File: config.mk
export PLATFORM = sky130hd
export DESIGN_NAME = rca_shift_add_mult_flat
export DESIGN_NICKNAME = d
export VERILOG_FILES = /design/src/rtl/rca_shift_add_mult_pkg.sv /design/src/rtl/rca_shift_add_mult_if.sv /design/src/rtl/rca_shift_add_mult_rca.sv /design/src/rtl/rca_shift_add_mult.sv /design/src/flat_wrapper.sv
export SDC_FILE = /design/constraint.sdc
export NUM_CORES = 1
export LEC_CHECK = 0
export BUFFER_PORTS_ARGS = -buffer_cell sky130_fd_sc_hd__buf_4
export CORE_MARGIN = 2
export CORE_UTILIZATION = 53
export DETAILED_ROUTE_END_ITERATION = 16
export PLACE_DENSITY = 0.71
export SLEW_MARGIN = 20
export SYNTH_ARGS = -nofsm -noshare
export SYNTH_HDL_FRONTEND = slang
export SYNTH_SLANG_ARGS = --single-unit
File: constraint.sdc
create_clock -name clk -period 49.1 [get_ports clk]
set_input_delay 7.365 -clock clk [delete_from_list [all_inputs] [get_ports clk]]
set_output_delay 7.365 -clock clk [all_outputs]
set_load 0.01 [all_outputs]
File: src/rtl/rca_shift_add_mult_pkg.sv
// Shared definitions for the shift-and-add multiplier.
// Contents: FSM state type, adder width, and the iteration-counter width helper.
package rca_shift_add_mult_pkg;

    typedef enum logic [1:0] {
        IDLE,
        RUN,
        DONE
    } state_t;

    localparam int ADDER_W = 64;

    // Counter must hold 0..WIDTH-1 with one spare bit.
    function automatic int cnt_w(input int w);
        return $clog2(w) + 1;
    endfunction

endpackage

File: src/rtl/rca_shift_add_mult_if.sv
// Request/result bundle for the shift-and-add multiplier.
// master: drives start/a/b, observes busy/done/product/ovf.
// slave : the multiplier side.
interface rca_shift_add_mult_if #(
    parameter int WIDTH = 32
);
    logic               start;
    logic [WIDTH-1:0]   a;
    logic [WIDTH-1:0]   b;
    logic               busy;
    logic               done;
    logic [2*WIDTH-1:0] product;
    logic               ovf;

    modport master (output start, a, b, input busy, done, product, ovf);
    modport slave  (input start, a, b, output busy, done, product, ovf);
endinterface

File: src/rtl/rca_shift_add_mult_rca.sv
// 64-bit ripple-carry adder.
// Ports: a, b (addends), c_in (carry in), s (sum), c_out (carry out).
module RCA_64_bit (
    input  logic [63:0] a,
    input  logic [63:0] b,
    input  logic        c_in,
    output logic [63:0] s,
    output logic        c_out
);
    always_comb begin
        logic carry;
        carry = c_in;
        s     = '0;
        for (int unsigned i = 0; i < 64; i++) begin
            s[i]  = a[i] ^ b[i] ^ carry;
            carry = (a[i] & b[i]) | (carry & (a[i] ^ b[i]));
        end
        c_out = carry;
    end
endmodule

File: src/rtl/rca_shift_add_mult.sv
// Sequential unsigned shift-and-add multiplier; one adder pass per cycle.
// Ports: clk, rst_n (async active-low), bus (slave modport):
//   start/a/b in, busy (RUN), done (1-cycle pulse), product (held), ovf (sticky).
module rca_shift_add_mult
    import rca_shift_add_mult_pkg::*;
#(
    parameter int WIDTH = 32
) (
    input  logic                 clk,
    input  logic                 rst_n,
    rca_shift_add_mult_if.slave  bus
);
    localparam int CW = cnt_w(WIDTH);

    state_t               state_q, state_d;
    logic [ADDER_W-1:0]   mcand_q, mcand_d;
    logic [ADDER_W-1:0]   acc_q, acc_d;
    logic [WIDTH-1:0]     mplier_q, mplier_d;
    logic [CW-1:0]        count_q, count_d;
    logic [2*WIDTH-1:0]   product_q, product_d;
    logic                 ovf_q, ovf_d;

    logic [ADDER_W-1:0]   add_b;
    logic [ADDER_W-1:0]   sum;
    logic                 c_out;

    assign add_b = mplier_q[0] ? mcand_q : '0;

    RCA_64_bit u_adder (
        .a     (acc_q),
        .b     (add_b),
        .c_in  (1'b0),
        .s     (sum),
        .c_out (c_out)
    );

    always_ff @(posedge clk or negedge rst_n) begin
        if (!rst_n) begin
            state_q   <= IDLE;
            mcand_q   <= '0;
            acc_q     <= '0;
            mplier_q  <= '0;
            count_q   <= '0;
            product_q <= '0;
            ovf_q     <= 1'b0;
        end else begin
            state_q   <= state_d;
            mcand_q   <= mcand_d;
            acc_q     <= acc_d;
            mplier_q  <= mplier_d;
            count_q   <= count_d;
            product_q <= product_d;
            ovf_q     <= ovf_d;
        end
    end

    always_comb begin
        state_d   = state_q;
        mcand_d   = mcand_q;
        acc_d     = acc_q;
        mplier_d  = mplier_q;
        count_d   = count_q;
        product_d = product_q;
        ovf_d     = ovf_q;
        unique case (state_q)
            IDLE: begin
                if (bus.start) begin
                    mcand_d  = {{(ADDER_W-WIDTH){1'b0}}, bus.a};
                    mplier_d = bus.b;
                    acc_d    = '0;
                    count_d  = '0;
                    ovf_d    = 1'b0;
                    state_d  = RUN;
                end
            end
            RUN: begin
                acc_d    = sum;
                mcand_d  = mcand_q << 1;
                mplier_d = mplier_q >> 1;
                count_d  = count_q + 1'b1;
                if (c_out) ovf_d = 1'b1;
                // Product is taken from the final sum so it is already
                // registered when done rises.
                if (count_q == CW'(WIDTH-1)) begin
                    product_d = sum[2*WIDTH-1:0];
                    state_d   = DONE;
                end
            end
            DONE: state_d = IDLE;
            default: state_d = IDLE;
        endcase
    end

    assign bus.busy    = (state_q == RUN);
    assign bus.done    = (state_q == DONE);
    assign bus.product = product_q;
    assign bus.ovf     = ovf_q;

endmodule

File: src/flat_wrapper.sv
// flat-port wrapper written by rule: the top's interface ports become plain ports
module rca_shift_add_mult_flat import rca_shift_add_mult_pkg::*;
#(
    parameter int WIDTH = 32
)
  (clk, rst_n, bus_start, bus_a, bus_b, bus_busy, bus_done, bus_product, bus_ovf);
  rca_shift_add_mult_if #(.WIDTH(WIDTH)) bus_i ();
  input  logic clk;
  input  logic rst_n;
  input wire logic [$bits(bus_i.start)-1:0] bus_start;
  input wire logic [$bits(bus_i.a)-1:0] bus_a;
  input wire logic [$bits(bus_i.b)-1:0] bus_b;
  output wire logic [$bits(bus_i.busy)-1:0] bus_busy;
  output wire logic [$bits(bus_i.done)-1:0] bus_done;
  output wire logic [$bits(bus_i.product)-1:0] bus_product;
  output wire logic [$bits(bus_i.ovf)-1:0] bus_ovf;
  assign bus_i.start = bus_start;
  assign bus_i.a = bus_a;
  assign bus_i.b = bus_b;
  assign bus_busy = bus_i.busy;
  assign bus_done = bus_i.done;
  assign bus_product = bus_i.product;
  assign bus_ovf = bus_i.ovf;
  rca_shift_add_mult #(.WIDTH(WIDTH)) u_core (.clk(clk), .rst_n(rst_n), .bus(bus_i));
endmodule
# Word level (Yosys, flattened, before mapping)
# Cells that the tools add are included.
# Widths: inputs -> output; s select.
# totals
reg_bits,233
inputBits,67
out_inout_bits,67
# op_classes
add_sub_neg,1
eq_ne,6
n_mux,15
bitwise,317
n_reduce_logical,6
# op_table
cell,count
$pmux 64 s2,2
$mux 64,3
$and 1x1->1,127
$xor 1x1->1,127
$pmux 32 s2,1
$or 1x1->1,63
$mux 32,1
$pmux 6 s2,1
$add 6x1->6 const B,1
$eq 6x5->1 const B,1
$mux 6,1
$reduce_and 2->1,3
$mux 2,2
$ne 2x1->1 const B,2
$pmux 2 s2,1
$reduce_and 3->1,1
$eq 2x1->1 const B,1
$eq 2x2->1 const B,1
$logic_not 2->1,1
$mux 1,2
$ne 2x2->1 const B,1
$pmux 1 s2,1
$reduce_bool 2->1,1

# Logic depth before layout (Yosys ltp)
# Gate-level depths: netlist of the first run.
# logic_depth
ltp_word,130
ltp_mapped,70
depth_no_buf,69

# By module
# From an unflattened synthesis of the first run, not the netlist that was laid out.
# unflattened
cells_unflattened,815
area_unflattened_um2,10801.6
# modules_own_cells
module,instances,cells_each,area_per_inst_um2
rca_shift_add_mult,1,741,9482.8
RCA_64_bit,1,74,1318.8

# Worst setup path after synthesis of the first run
# Ideal clock, no wire load.
# synth_timing
path_kind,flip-flop to flip-flop
startpoint,register u_core.mplier_q[0]
endpoint,register u_core.product_q[63] (netlist: u_core.bus.product[63])
arrival_time_ns,27.262
required_ns,48.972
setup_slack_ns,21.710
path_stages_with_launch,69
n_path_buf,2
period_less_slack_ns,27.390
cell_sequence,dfrtp_1 -> clkbuf_1 -> clkbuf_1 -> nand2_1 -> fa_1 -> fa_1 -> fa_1 -> fa_1 -> fa_1 -> fa_1 -> fa_1 -> fa_1 -> fa_1 -> fa_1 -> fa_1 -> fa_1 -> fa_1 -> fa_1 -> [33 not listed] -> fa_1 -> fa_1 -> fa_1 -> fa_1 -> fa_1 -> fa_1 -> fa_1 -> fa_1 -> fa_1 -> fa_1 -> fa_1 -> fa_1 -> fa_1 -> inv_1 -> fa_1 -> fa_1 -> fa_1 -> mux2_1
# synth_between
elab_chain_len,127
word_cells_on_any_way,252
# synth_rtl
item,line,source
from (decl),rca_shift_add_mult.sv:18,"logic [WIDTH-1:0] mplier_q, mplier_d;"
from (signal assigned),rca_shift_add_mult.sv:50,mplier_q <= mplier_d;
$mux 64 *,rca_shift_add_mult.sv:27,assign add_b = mplier_q[0] ? mcand_q : '0;
$and 1x1->1 / $xor 1x1->1 (equally long branches),rca_shift_add_mult_rca.sv:16,carry = (a[i] & b[i]) | (carry & (a[i] ^ b[i]));
$and 1x1->1,rca_shift_add_mult_rca.sv:16,
$or 1x1->1,rca_shift_add_mult_rca.sv:16,
$and 1x1->1,rca_shift_add_mult_rca.sv:16,
$or 1x1->1,rca_shift_add_mult_rca.sv:16,
$and 1x1->1,rca_shift_add_mult_rca.sv:16,
$or 1x1->1,rca_shift_add_mult_rca.sv:16,
[112 not listed],n/a,
$and 1x1->1,rca_shift_add_mult_rca.sv:16,
$or 1x1->1,rca_shift_add_mult_rca.sv:16,
$and 1x1->1,rca_shift_add_mult_rca.sv:16,
$or 1x1->1,rca_shift_add_mult_rca.sv:16,
$and 1x1->1,rca_shift_add_mult_rca.sv:16,
$or 1x1->1,rca_shift_add_mult_rca.sv:16,
$xor 1x1->1 *,rca_shift_add_mult_rca.sv:15,s[i] = a[i] ^ b[i] ^ carry;
net u_core.sum[63],rca_shift_add_mult.sv:24,logic [ADDER_W-1:0] sum;
to (signal assigned),rca_shift_add_mult.sv:52,product_q <= product_d;
to (decl),rca_shift_add_mult.sv:20,"logic [2*WIDTH-1:0] product_q, product_d;"
# Mark *: on every way through the listed nets, which the timed path passes. The rest lies on a longest branch.
# A chain may end at the register's enable or synchronous reset.

# Worst setup path in the final report of the first run
# Same ends and word-level chain as after synthesis.

==> results of run 1 <==
synthesized netlist by cell type:
master	number	share of area [%]
nand4_1	1	0.057
nor3_1	1	0.046
buf_2	27	1.2
nor3_4	1	0.15
nand2_1	187	6.4
dfrtp_1	233	53
a22o_1	39	3.1
nand2b_1	2	0.11
mux2i_1	112	10
buf_1	2	0.068
ha_1	2	0.23
nor3b_1	1	0.068
and2_1	4	0.23
nor2_1	4	0.14
clkbuf_1	20	0.68
o21bai_1	1	0.068
o21ai_1	115	5.2
buf_6	6	0.62
inv_2	1	0.034
mux2_1	4	0.41
nor2b_1	1	0.057
a21oi_1	3	0.14
nand3_1	2	0.091
o21ai_0	13	0.59
xor2_1	2	0.16
a22oi_1	11	0.75
inv_1	123	4.2
buf_4	4	0.27
fa_1	63	11
worst max-delay path: cells and delay by family (launching register included):
family | cells | cell delay (ns)
adder cells (fa/ha/maj) | 63 | 26.61
buffers and inverters | 2 | 0.64
flip-flops | 1 | 0.35
multiplexers | 1 | 0.31
AND/OR/NAND/NOR | 1 | 0.18
power by group through the flow:
| stage | Combinational [mW] | Clock [mW] | Sequential (mW) |
|---|---|---|---|
| after floorplan | 0.212 | 0 | 0.330 |
| after global placement | 0.299 | 0 | 0.332 |
| after detailed placement | 0.312 | 0 | 0.334 |
| after CTS | 0.314 | 0.197 | 0.333 |
| after global routing | 0.352 | 0.206 | 0.343 |
| final | 0.307 | 0.193 | 0.332 |
layer usage:
layer	global-route usage, %	share of wire (%)
met5	0	0
met1	29.4	46
met3	3.86	5.2
met2	31.5	47
met4	4.81	1.6
cells in the final DEF (no fill, tap or decap), types with 2 or more instances in the layout:
| cell | synthesis | final |
|---|---|---|
| clkbuf_1 | 20 | 8 |
| fa_1 | 63 | 63 |
| o21ai_1 | 115 | 115 |
| dfrtp_1 | 233 | 232 |
| nand2_1 | 187 | 187 |
| buf_4 | 4 | 141 |
| clkinvlp_4 | 0 | 3 |
| and2_1 | 4 | 4 |
| clkinv_2 | 0 | 4 |
| clkbuf_8 | 0 | 3 |
| nor2_1 | 4 | 4 |
| mux2_1 | 4 | 4 |
| a22oi_1 | 11 | 11 |
| xor2_1 | 2 | 2 |
| clkbuf_16 | 0 | 27 |
| inv_1 | 123 | 123 |
| a22o_1 | 39 | 39 |
| ha_1 | 2 | 2 |
| bufinv_16 | 0 | 2 |
| mux2i_1 | 112 | 112 |
| a21oi_1 | 3 | 3 |
| o21ai_0 | 13 | 13 |
| nand3_1 | 2 | 2 |
cell families after synthesis:
group / synth area share [%]
AOI/OAI and AO/OA: 9.91
xor gates and xnor gates: 0.160
and+or+nand+nor: 7.34
DFF: 53.1
muxes: 10.6
buffers and inverters: 7.11
adders and majority gates: 11.7
state kept, by name, summed over array words and instances (netlist names):
| signal | cells |
|---|---|
| u_core.count_q | 6 |
| u_core.acc_q | 64 |
| u_core.bus.ovf | 1 |
| u_core.bus.product | 64 |
| u_core.state_q | 2 |
| u_core.mcand_q | 64 |
| u_core.mplier_q | 32 |
final timing paths:
path / from / end / slack (ns) / cells after the start
min reg2reg: u_core.acc_q[55] / u_core.acc_q[55] / 0.48 / 2
min in group asynchronous: rst_n / u_core.bus.product[53] / 6.90 / 1
max reg2reg: u_core.mplier_q[0] / u_core.bus.product[63] / 20.84 / 67
max in group asynchronous: rst_n / u_core.mplier_q[0] / 40.70 / 2
max: u_core.mplier_q[0] / u_core.bus.product[63] / 20.84 / 67
min: u_core.acc_q[55] / u_core.acc_q[55] / 0.48 / 2
area by class of cell:
| class | instances | area [um^2] | area share (%) |
|---|---|---|---|
| tap | 270 | 338 | 2.61 |
| clock buffer | 38 | 747 | 5.77 |
| inverter | 124 | 465 | 3.59 |
| timing repair buffer | 142 | 1070 | 8.29 |
| sequential | 233 | 5830 | 45.0 |
| clock inverter | 10 | 111 | 0.860 |
| multi-input combinational | 569 | 4380 | 33.8 |
per-stage QoR:
step | setup WS (ns) | std cells | util, % | hold slack, ns
final | 20.84 | 1386 | 63.8 | 0.483
after global routing | 19.69 | 1386 | 63.8 | 0.500
after detailed placement | 20.65 | 1338 | 59.6 | 0.471
after CTS | 20.54 | 1386 | 63.8 | 0.486
after global placement | 20.86 | 1338 | 59.6 | 0.464
after floorplan | 21.71 | 985 | - | 0.450
==> summary.txt, run 1 <==
===========================================================================
Status ....................................................... finished, final reports clean
Combined global-route utilization of all metal layers ........        20.1%
Overall die area .............................................   21900 um^2
Final max-slew violation count ...............................            0
Net switching power figure ...................................     0.293 mW
Placer congestion estimate ...................................        0.748
Syn avg cell area ............................................    11.1 um^2
Fin crit share ...............................................        57.5%
Number of maximum-capacitance constraint violations ..........            0
Overall Power ................................................     0.832 mW
FMAX .........................................................     35.4 MHz
Number of nets at the end of the flow ........................         1228
Final wirelength .............................................      21.0 mm
Detailed Routing Iterations Pass 1 ...........................            4
Layout area overhead .........................................        18.0%
Vias in the first global route ...............................         7245
Maximum number of pins on one net before global-route repair .          107
Clk pin slew, worst setup/hold paths .........................      0.06 ns
Endpoint arrival time on the critical path ...................     28.66 ns
# resized after CTS ..........................................            0
Leak Pwr .....................................................      5.76 nW
Setup violators final ........................................            0
Transition time at the pin with the least slew margin ........     0.966 ns
Maximum clock skew at final layout ...........................    0.0101 ns
Internal Dissipation .........................................     0.540 mW
Relative slew slack ..........................................        35.6%
Final Hold Violating Endpoints ...............................            0
Clock tree from TritonCTS ....................................        built
Number of synthesis warnings .................................            0
Wire length per cell .........................................      15.1 um
Total DRC errors in the routed layout ........................            0
Area of the mapped netlist ...................................   11000 um^2
Path class of the lowest-slack min-delay path ................ register to register
Sinks on the clock net .......................................          233
Highest fanout seen on the critical path .....................           64
Hold buffers post-CTS ........................................            0
Post-Route Setup TNS .........................................         0 ns
PD cells ..................................................... 64.3 nW/um^2
Number of cells produced by synthesis ........................          985
Floorplan row count ..........................................           52
Fill count ...................................................         1636
CTS Root Buffer Type .........................................    clkbuf_16
Part of the total power dissipated in combinational logic ....        36.9%
Highest ir drop seen on vdd ..................................    0.0244 mV
Post-CTS Repair Setup Buffers ................................            0
Clk network pwr share ........................................        23.1%
Vert. Die Dim ................................................       148 um
Post-detailed-placement half-perimeter wirelength ............      13.5 mm
Final period demand of the worst path ........................     28.26 ns
First DRT Iteration DRCs .....................................          406
Share of post-route cells with drive strength above 1 ........        16.8%
CP max stage cell ............................................        buf_4
Switching share of power .....................................        35.2%
Required time at the endpoint of the critical path ...........     49.50 ns
Share of power burned in registers ...........................        39.9%
DR vias ......................................................         7086
Unrepaired setup endpoints after global routing ..............        false
Part of the Yosys area used for sequential elements ..........        53.1%
Global-route congestion overflow total .......................            0
Buffers from clock root to sink, at most .....................            3
Number of input and output port buffers inserted .............          133
Die Width ....................................................       148 um
Post-synthesis sequential element count ......................          233
Setup crit end kind ..........................................     register
Most frequent CP cell ........................................         fa_1
Core area ....................................................   20300 um^2
Crit path launch type ........................................     register
Initial standard-cell utilization of the core ................        54.1%
Type of the worst setup path ................................. register to register
Number of unique standard cell types used by synthesis .......           29
Antenna viol nets, final .....................................            0
Antenna diodes ...............................................            0
Level count of the clock H-tree ..............................            1
Clk Latency, worst-skew pair .................................      0.52 ns
Final std cell area, no fill .................................   12900 um^2
Crit-path max cell delay .....................................      0.55 ns
Antenna violations before repair .............................            0
I/O pin count ................................................          134
Drt via density ..............................................         5.11
First-pass GRT wire length ...................................      36.0 mm
Post-DP Area .................................................   12100 um^2
Number of clock buffers inserted by TritonCTS ................           26
Post-synthesis net count .....................................         1117
===========================================================================
Note: power is estimated with default switching activity, not from simulation.
==> inputs of run 2 (changes only) <==
==> constraint.sdc (replaced) <==
create_clock -name clk -period 26.2 [get_ports clk]
set_input_delay 3.93 -clock clk [delete_from_list [all_inputs] [get_ports clk]]
set_output_delay 3.93 -clock clk [all_outputs]
set_load 0.01 [all_outputs]
==> run 2 against run 1 <==
Against the previous run:
- sequential share of layout area shrank 0.41 points
- highest routed layer unchanged
- critical path depth increased by 1
- critical path type unchanged
- first-iteration DRC count is 1.7% higher
- largest cell class unchanged
==> summary.txt, run 2 (synthesis results as in run 1) <==
============================================================================
Crit path launch type .........................................     register   unchanged
Number of input and output port buffers inserted ..............          133   unchanged
Share of post-route cells with drive strength above 1 .........        21.3%   was 16.8%
PD cells ......................................................  120 nW/um^2   was 64.3 nW/um^2
Final Hold Violating Endpoints ................................            0   unchanged
Total DRC errors in the routed layout .........................            0   unchanged
Level count of the clock H-tree ...............................            1   unchanged
Detailed Routing Iterations Pass 1 ............................            4   unchanged
Core area .....................................................   20300 um^2   unchanged
Required time at the endpoint of the critical path ............     26.58 ns   was 49.50 ns
Most frequent CP cell .........................................         fa_2   was fa_1
DR vias .......................................................         7085   was 7086
Reg2reg start ................................................. u_core.mcand_q[0]   was u_core.mplier_q[0]
Vert. Die Dim .................................................       148 um   unchanged
Highest ir drop seen on vdd ...................................    0.0536 mV   was 0.0244 mV
Antenna viol nets, final ......................................            0   unchanged
Unrepaired setup endpoints after global routing ...............        false   unchanged
Relative slew slack ...........................................        32.1%   was 35.6%
Overall Power .................................................      1.56 mW   was 0.832 mW
Layout area overhead ..........................................        19.1%   was 18.0%
Clk Latency, worst-skew pair ..................................      0.50 ns   was 0.52 ns
Crit path from ................................................ u_core.mcand_q[0]   was u_core.mplier_q[0]
CTS Root Buffer Type ..........................................    clkbuf_16   unchanged
Placer congestion estimate ....................................        0.746   was 0.748
Path class of the lowest-slack min-delay path ................. register to register   unchanged
Status ........................................................ finished, final reports clean   unchanged
Most used cells in the layout excluding fill and tap cells .... 232 x dfrtp_1, 187 x nand2_1, 145 x buf_4   was 232 x dfrtp_1, 187 x nand2_1, 141 x buf_4
Sinks on the clock net ........................................          233   unchanged
Number of nets at the end of the flow .........................         1232   was 1228
Overall die area ..............................................   21900 um^2   unchanged
Antenna diodes ................................................            0   unchanged
Hold buffers post-CTS .........................................            0   unchanged
Clk pin slew, worst setup/hold paths ..........................      0.06 ns   about the same
Fin crit share ................................................        96.9%   was 57.5%
Post-detailed-placement half-perimeter wirelength .............      13.7 mm   was 13.5 mm
Minimum hold slack ............................................     0.482 ns   was 0.483 ns
Maximum number of pins on one net before global-route repair ..          126   was 107
Final period demand of the worst path .........................     25.38 ns   was 28.26 ns
Number of maximum-capacitance constraint violations ...........            0   unchanged
Highest fanout seen on the critical path ......................            2   was 64
First DRT Iteration DRCs ......................................          413   was 406
Initial standard-cell utilization of the core .................        54.1%   unchanged
Floorplan row count ...........................................           52   unchanged
First-pass GRT wire length ....................................      35.8 mm   was 36.0 mm
Setup violators final .........................................            0   unchanged
Type of the worst setup path .................................. register to register   unchanged
Endpoint arrival time on the critical path ....................     25.76 ns   was 28.66 ns
Setup crit end kind ...........................................     register   unchanged
Leak Pwr ......................................................      5.78 nW   was 5.76 nW
Wire length per cell ..........................................      15.1 um   about the same
Vias in the first global route ................................         7353   was 7245
Final wirelength ..............................................      21.0 mm   about the same
CP max stage cell .............................................         fa_1   was buf_4
Number of clock buffers inserted by TritonCTS .................           25   was 26
Buffers from clock root to sink, at most ......................            3   unchanged
Final max-slew violation count ................................            0   unchanged
Antenna violations before repair ..............................            0   unchanged
Maximum clock skew at final layout ............................   0.00811 ns   was 0.0101 ns
I/O pin count .................................................          134   unchanged
FMAX ..........................................................     39.4 MHz   was 35.4 MHz
Crit-path max cell delay ......................................      0.43 ns   was 0.55 ns
Drt via density ...............................................         5.12   was 5.11
Clock tree from TritonCTS .....................................        built   unchanged
Combined global-route utilization of all metal layers .........        19.9%   was 20.1%
Most common library cell in the layout ignoring fill and taps .      dfrtp_1   unchanged
Transition time at the pin with the least slew margin .........      1.02 ns   was 0.966 ns
Worst hold path startpoint .................................... u_core.acc_q[54]   was u_core.acc_q[55]
Die Width .....................................................       148 um   unchanged
Global-route congestion overflow total ........................            0   unchanged
============================================================================
==> run 2: path summary, 6_finish.rpt <==
check                                    endpoint  slack [ns]  cells after the start
max                        u_core.bus.product[63]        0.82                     68
min                              u_core.acc_q[54]        0.48                      2
max reg2reg                u_core.bus.product[63]        0.82                     68
min reg2reg                      u_core.acc_q[54]        0.48                      2
max in group asynchronous      u_core.mplier_q[0]       20.70                      3
min in group asynchronous  u_core.bus.product[54]        3.52                      1
==> run 2: cell type report <==
| type | count | area (um^2) |
|---|---|---|
| flip-flops and latches | 233 | 5830 |
| well taps | 270 | 338 |
| inverters | 124 | 465 |
| fillers | 1635 | 7230 |
| clock buffers | 33 | 706 |
| repair buffers | 147 | 1130 |
| clock inverters | 9 | 95.1 |
| multi-input cells | 569 | 4500 |
==> run 2: routing by layer <==
layer  wire length, um  global-route usage [%]  part of all wire (%)
met5                 0                       0                     0
met4               402                    5.43                   1.9
met3              1230                    4.60                   5.9
met2              9720                    30.7                    46
met1              9600                    28.7                    46
==> run 2: critical path: cells and delay by family (launching register included) <==
kind	cells	cell delay [ns]
adders and majority gates	64	24.30
buffers and inverters	2	0.14
DFF	1	0.34
muxes	1	0.30
and+or+nand+nor	1	0.13
==> run 2: through the flow <==
| stage | setup WS [ns] | TNS, ns | cells | area, um^2 | utilization, % |
|---|---|---|---|---|---|
| after global placement | -0.524 | -1.68 | 1342 | 12200 | 60.0 |
| after global routing | 0.0144 | 0 | 1385 | 13100 | 64.4 |
| after CTS | 0.0529 | 0 | 1384 | 13000 | 64.1 |
| final | 0.818 | 0 | 1385 | 13100 | 64.4 |
| after detailed placement | -0.701 | -3.05 | 1342 | 12200 | 60.0 |
| after floorplan | 0.0354 | 0 | 985 | 11000 | - |
==> run 2: power breakdown <==
group	switching, mW	internal [mW]
Sequential	0.101	0.522
Clock	0.136	0.207
Combinational	0.310	0.285
Total	0.547	1.01
==> run 2: repair_timing <==
item / in CTS / in global routing
setup endpoints to repair: 7 / 7
resized for setup: 15 / 12
setup buffers: 0 / 0
pin swaps: 0 / 0
==> inputs of run 3 (changes only) <==
--- a/config.mk
+++ b/config.mk
@@ -9,7 +9,7 @@
 export CORE_MARGIN = 2
 export CORE_UTILIZATION = 53
 export DETAILED_ROUTE_END_ITERATION = 16
-export PLACE_DENSITY = 0.71
+export PLACE_DENSITY = 0.78
 export SLEW_MARGIN = 20
 export SYNTH_ARGS = -nofsm -noshare
 export SYNTH_HDL_FRONTEND = slang
==> run 3 against run 2 <==
Against the previous run:
- utilization up 0.81 points
- maximum frequency up 0.27%
- wire length up 1.6%
- critical path depth unchanged
- first-iteration DRC count down 4.4%
- register-to-register slack better by 0.07 ns
- sequential power about the same
- critical path type unchanged
- clock power up 16%
- worst setup slack better by 0.069 ns
- non-clock buffer count up 1
- cell count up 0.22%
==> summary.txt, run 3 (synthesis results as in run 1) <==
============================================================================
FMAX ..........................................................     39.5 MHz   was 39.4 MHz
DR vias .......................................................         7237   was 7085
Global-route congestion overflow total ........................            0   unchanged
Crit path launch type .........................................     register   unchanged
Antenna viol nets, final ......................................            0   unchanged
Clk pin slew, worst setup/hold paths ..........................      0.06 ns   about the same
Setup crit end kind ...........................................     register   unchanged
Post-detailed-placement half-perimeter wirelength .............      14.0 mm   was 13.7 mm
Initial standard-cell utilization of the core .................        54.1%   unchanged
Crit-path max cell delay ......................................      0.43 ns   about the same
Floorplan row count ...........................................           52   unchanged
Die Width .....................................................       148 um   unchanged
Most frequent CP cell .........................................         fa_2   unchanged
Final period demand of the worst path .........................     25.31 ns   was 25.38 ns
Maximum number of pins on one net before global-route repair ..          146   was 126
Core area .....................................................   20300 um^2   unchanged
Post-Route Setup TNS ..........................................         0 ns   unchanged
Endpoint of the worst-slack reg-to-reg timing path ............ u_core.bus.product[63]   unchanged
Overall die area ..............................................   21900 um^2   unchanged
Worst Reg-to-Reg Cells ........................................           68   unchanged
PD cells ......................................................  123 nW/um^2   was 120 nW/um^2
Highest ir drop seen on vdd ...................................    0.0628 mV   was 0.0536 mV
Number of placed instances, taps included .....................         1342   unchanged
Drt via density ...............................................         5.21   was 5.12
CP max stage cell .............................................         fa_1   unchanged
CTS Root Buffer Type ..........................................    clkbuf_16   unchanged
Sinks on the clock net ........................................          233   unchanged
Final Hold Violating Endpoints ................................            0   unchanged
I/O pin count .................................................          134   unchanged
Placer congestion estimate ....................................        0.764   was 0.746
First DRT Iteration DRCs ......................................          395   was 413
Most common library cell in the layout ignoring fill and taps .      dfrtp_1   unchanged
Level count of the clock H-tree ...............................            1   unchanged
Vert. Die Dim .................................................       148 um   unchanged
Minimum setup slack after placement ...........................    -0.696 ns   was -0.701 ns
Number of maximum-capacitance constraint violations ...........            0   unchanged
Fin crit share ................................................        96.6%   was 96.9%
Maximum clock skew at final layout ............................    0.0146 ns   was 0.00811 ns
Final wirelength ..............................................      21.3 mm   was 21.0 mm
Vias in the first global route ................................         7546   was 7353
Worst hold path endpoint ...................................... u_core.acc_q[34]   was u_core.acc_q[54]
Clock tree from TritonCTS .....................................        built   unchanged
Type of the worst setup path .................................. register to register   unchanged
Required time at the endpoint of the critical path ............     26.59 ns   was 26.58 ns
Detailed Routing Iterations Pass 1 ............................            5   was 4
Reg2reg start ................................................. u_core.mplier_q[0]   was u_core.mcand_q[0]
Layout area overhead ..........................................        20.6%   was 19.1%
Path class of the lowest-slack min-delay path ................. register to register   unchanged
First-pass GRT wire length ....................................      36.7 mm   was 35.8 mm
Unrepaired setup endpoints after global routing ...............        false   unchanged
Antenna violations before repair ..............................            0   unchanged
Status ........................................................ finished, final reports clean   unchanged
Share of post-route cells with drive strength above 1 .........        21.6%   was 21.3%
Leak Pwr ......................................................      5.84 nW   was 5.78 nW
Combined global-route utilization of all metal layers .........        20.3%   was 19.9%
Number of clock buffers inserted by TritonCTS .................           25   unchanged
Worst hold path startpoint .................................... u_core.acc_q[34]   was u_core.acc_q[54]
Share of the core filled with cells in the final layout .......        65.2%   was 64.4%
Hold buffers post-CTS .........................................            0   unchanged
Post-layout worst setup margin ................................     0.887 ns   was 0.818 ns
Post-CTS Repair Setup Buffers .................................            0   unchanged
Non-filler cells, final .......................................         1388   was 1385
Endpoint arrival time on the critical path ....................     25.70 ns   was 25.76 ns
Number of nets at the end of the flow .........................         1233   was 1232
Antenna diodes ................................................            0   unchanged
Highest fanout seen on the critical path ......................            3   was 2
Buffers from clock root to sink, at most ......................            3   unchanged
Overall Power .................................................      1.62 mW   was 1.56 mW
Setup violators final .........................................            0   unchanged
Total DRC errors in the routed layout .........................            0   unchanged
Most used cells in the layout excluding fill and tap cells .... 232 x dfrtp_1, 187 x nand2_1, 144 x buf_4   was 232 x dfrtp_1, 187 x nand2_1, 145 x buf_4
Relative slew slack ...........................................        34.1%   was 32.1%
R2R setup slack ...............................................      0.89 ns   was 0.82 ns
Wire length per cell ..........................................      15.3 um   was 15.1 um
Number of input and output port buffers inserted ..............          133   unchanged
Final max-slew violation count ................................            0   unchanged
Cells on Worst Hold Path ......................................            2   unchanged
Transition time at the pin with the least slew margin .........     0.988 ns   was 1.02 ns
Clk Latency, worst-skew pair ..................................      0.51 ns   was 0.50 ns
============================================================================
## run 3: repair_timing
item | in CTS | in global routing
pin swaps | 0 | 0
gates resized for setup | 14 | 15
setup endpoints to repair | 7 | 7
## run 3: worst max-delay path: cells and delay by family, from the launching register on
| kind | cells | cell delay [ns] |
|---|---|---|
| fa+ha+maj | 64 | 24.22 |
| simple gates | 1 | 0.12 |
| mux | 1 | 0.30 |
| buf+inv | 2 | 0.14 |
| flops | 1 | 0.36 |
## run 3: area by class of cell
class	instances	area, um^2
clock inverter	12	248
clock buffer	32	692
timing repair buffer	148	1150
multi-input combinational	569	4500
sequential	233	5830
tap	270	338
inverter	124	465
fill	1561	7070
## run 3: report_power, final
| part | total, mW | internal [mW] | switching (mW) |
|---|---|---|---|
| sequential | 0.625 | 0.522 | 0.102 |
| combinational | 0.600 | 0.286 | 0.314 |
| clock | 0.398 | 0.255 | 0.142 |
## run 3: worst max-delay path by stage
stage	start	to	slack [ns]	cells past startpoint
3_5_place_dp	u_core.mplier_q[0]	u_core.bus.product[63]	-0.70	68
3_3_place_gp	u_core.mplier_q[0]	u_core.bus.product[63]	-0.50	68
5_1_grt	u_core.mplier_q[0]	u_core.bus.product[63]	0.04	68
2_1_floorplan	u_core.mplier_q[0]	u_core.bus.product[63]	0.04	69
6_report	u_core.mplier_q[0]	u_core.bus.product[63]	0.89	68
4_1_cts	u_core.mplier_q[0]	u_core.bus.product[63]	0.03	68
## run 3: stage by stage
step                      hold slack, ns  area, um^2
after floorplan                    0.450       11000
after global placement             0.464       12200
after detailed placement           0.475       12200
after CTS                          0.488       13100
after global routing               0.509       13200
final                              0.484       13200
## run 3: per-layer routing
layer | track usage, % | share of wire [%] | wire length, um
met4 | 5.48 | 2.3 | 500
met3 | 4.44 | 5.8 | 1250
met1 | 28.9 | 45 | 9560
met5 | 0 | 0 | 0
met2 | 32.1 | 47 | 9990
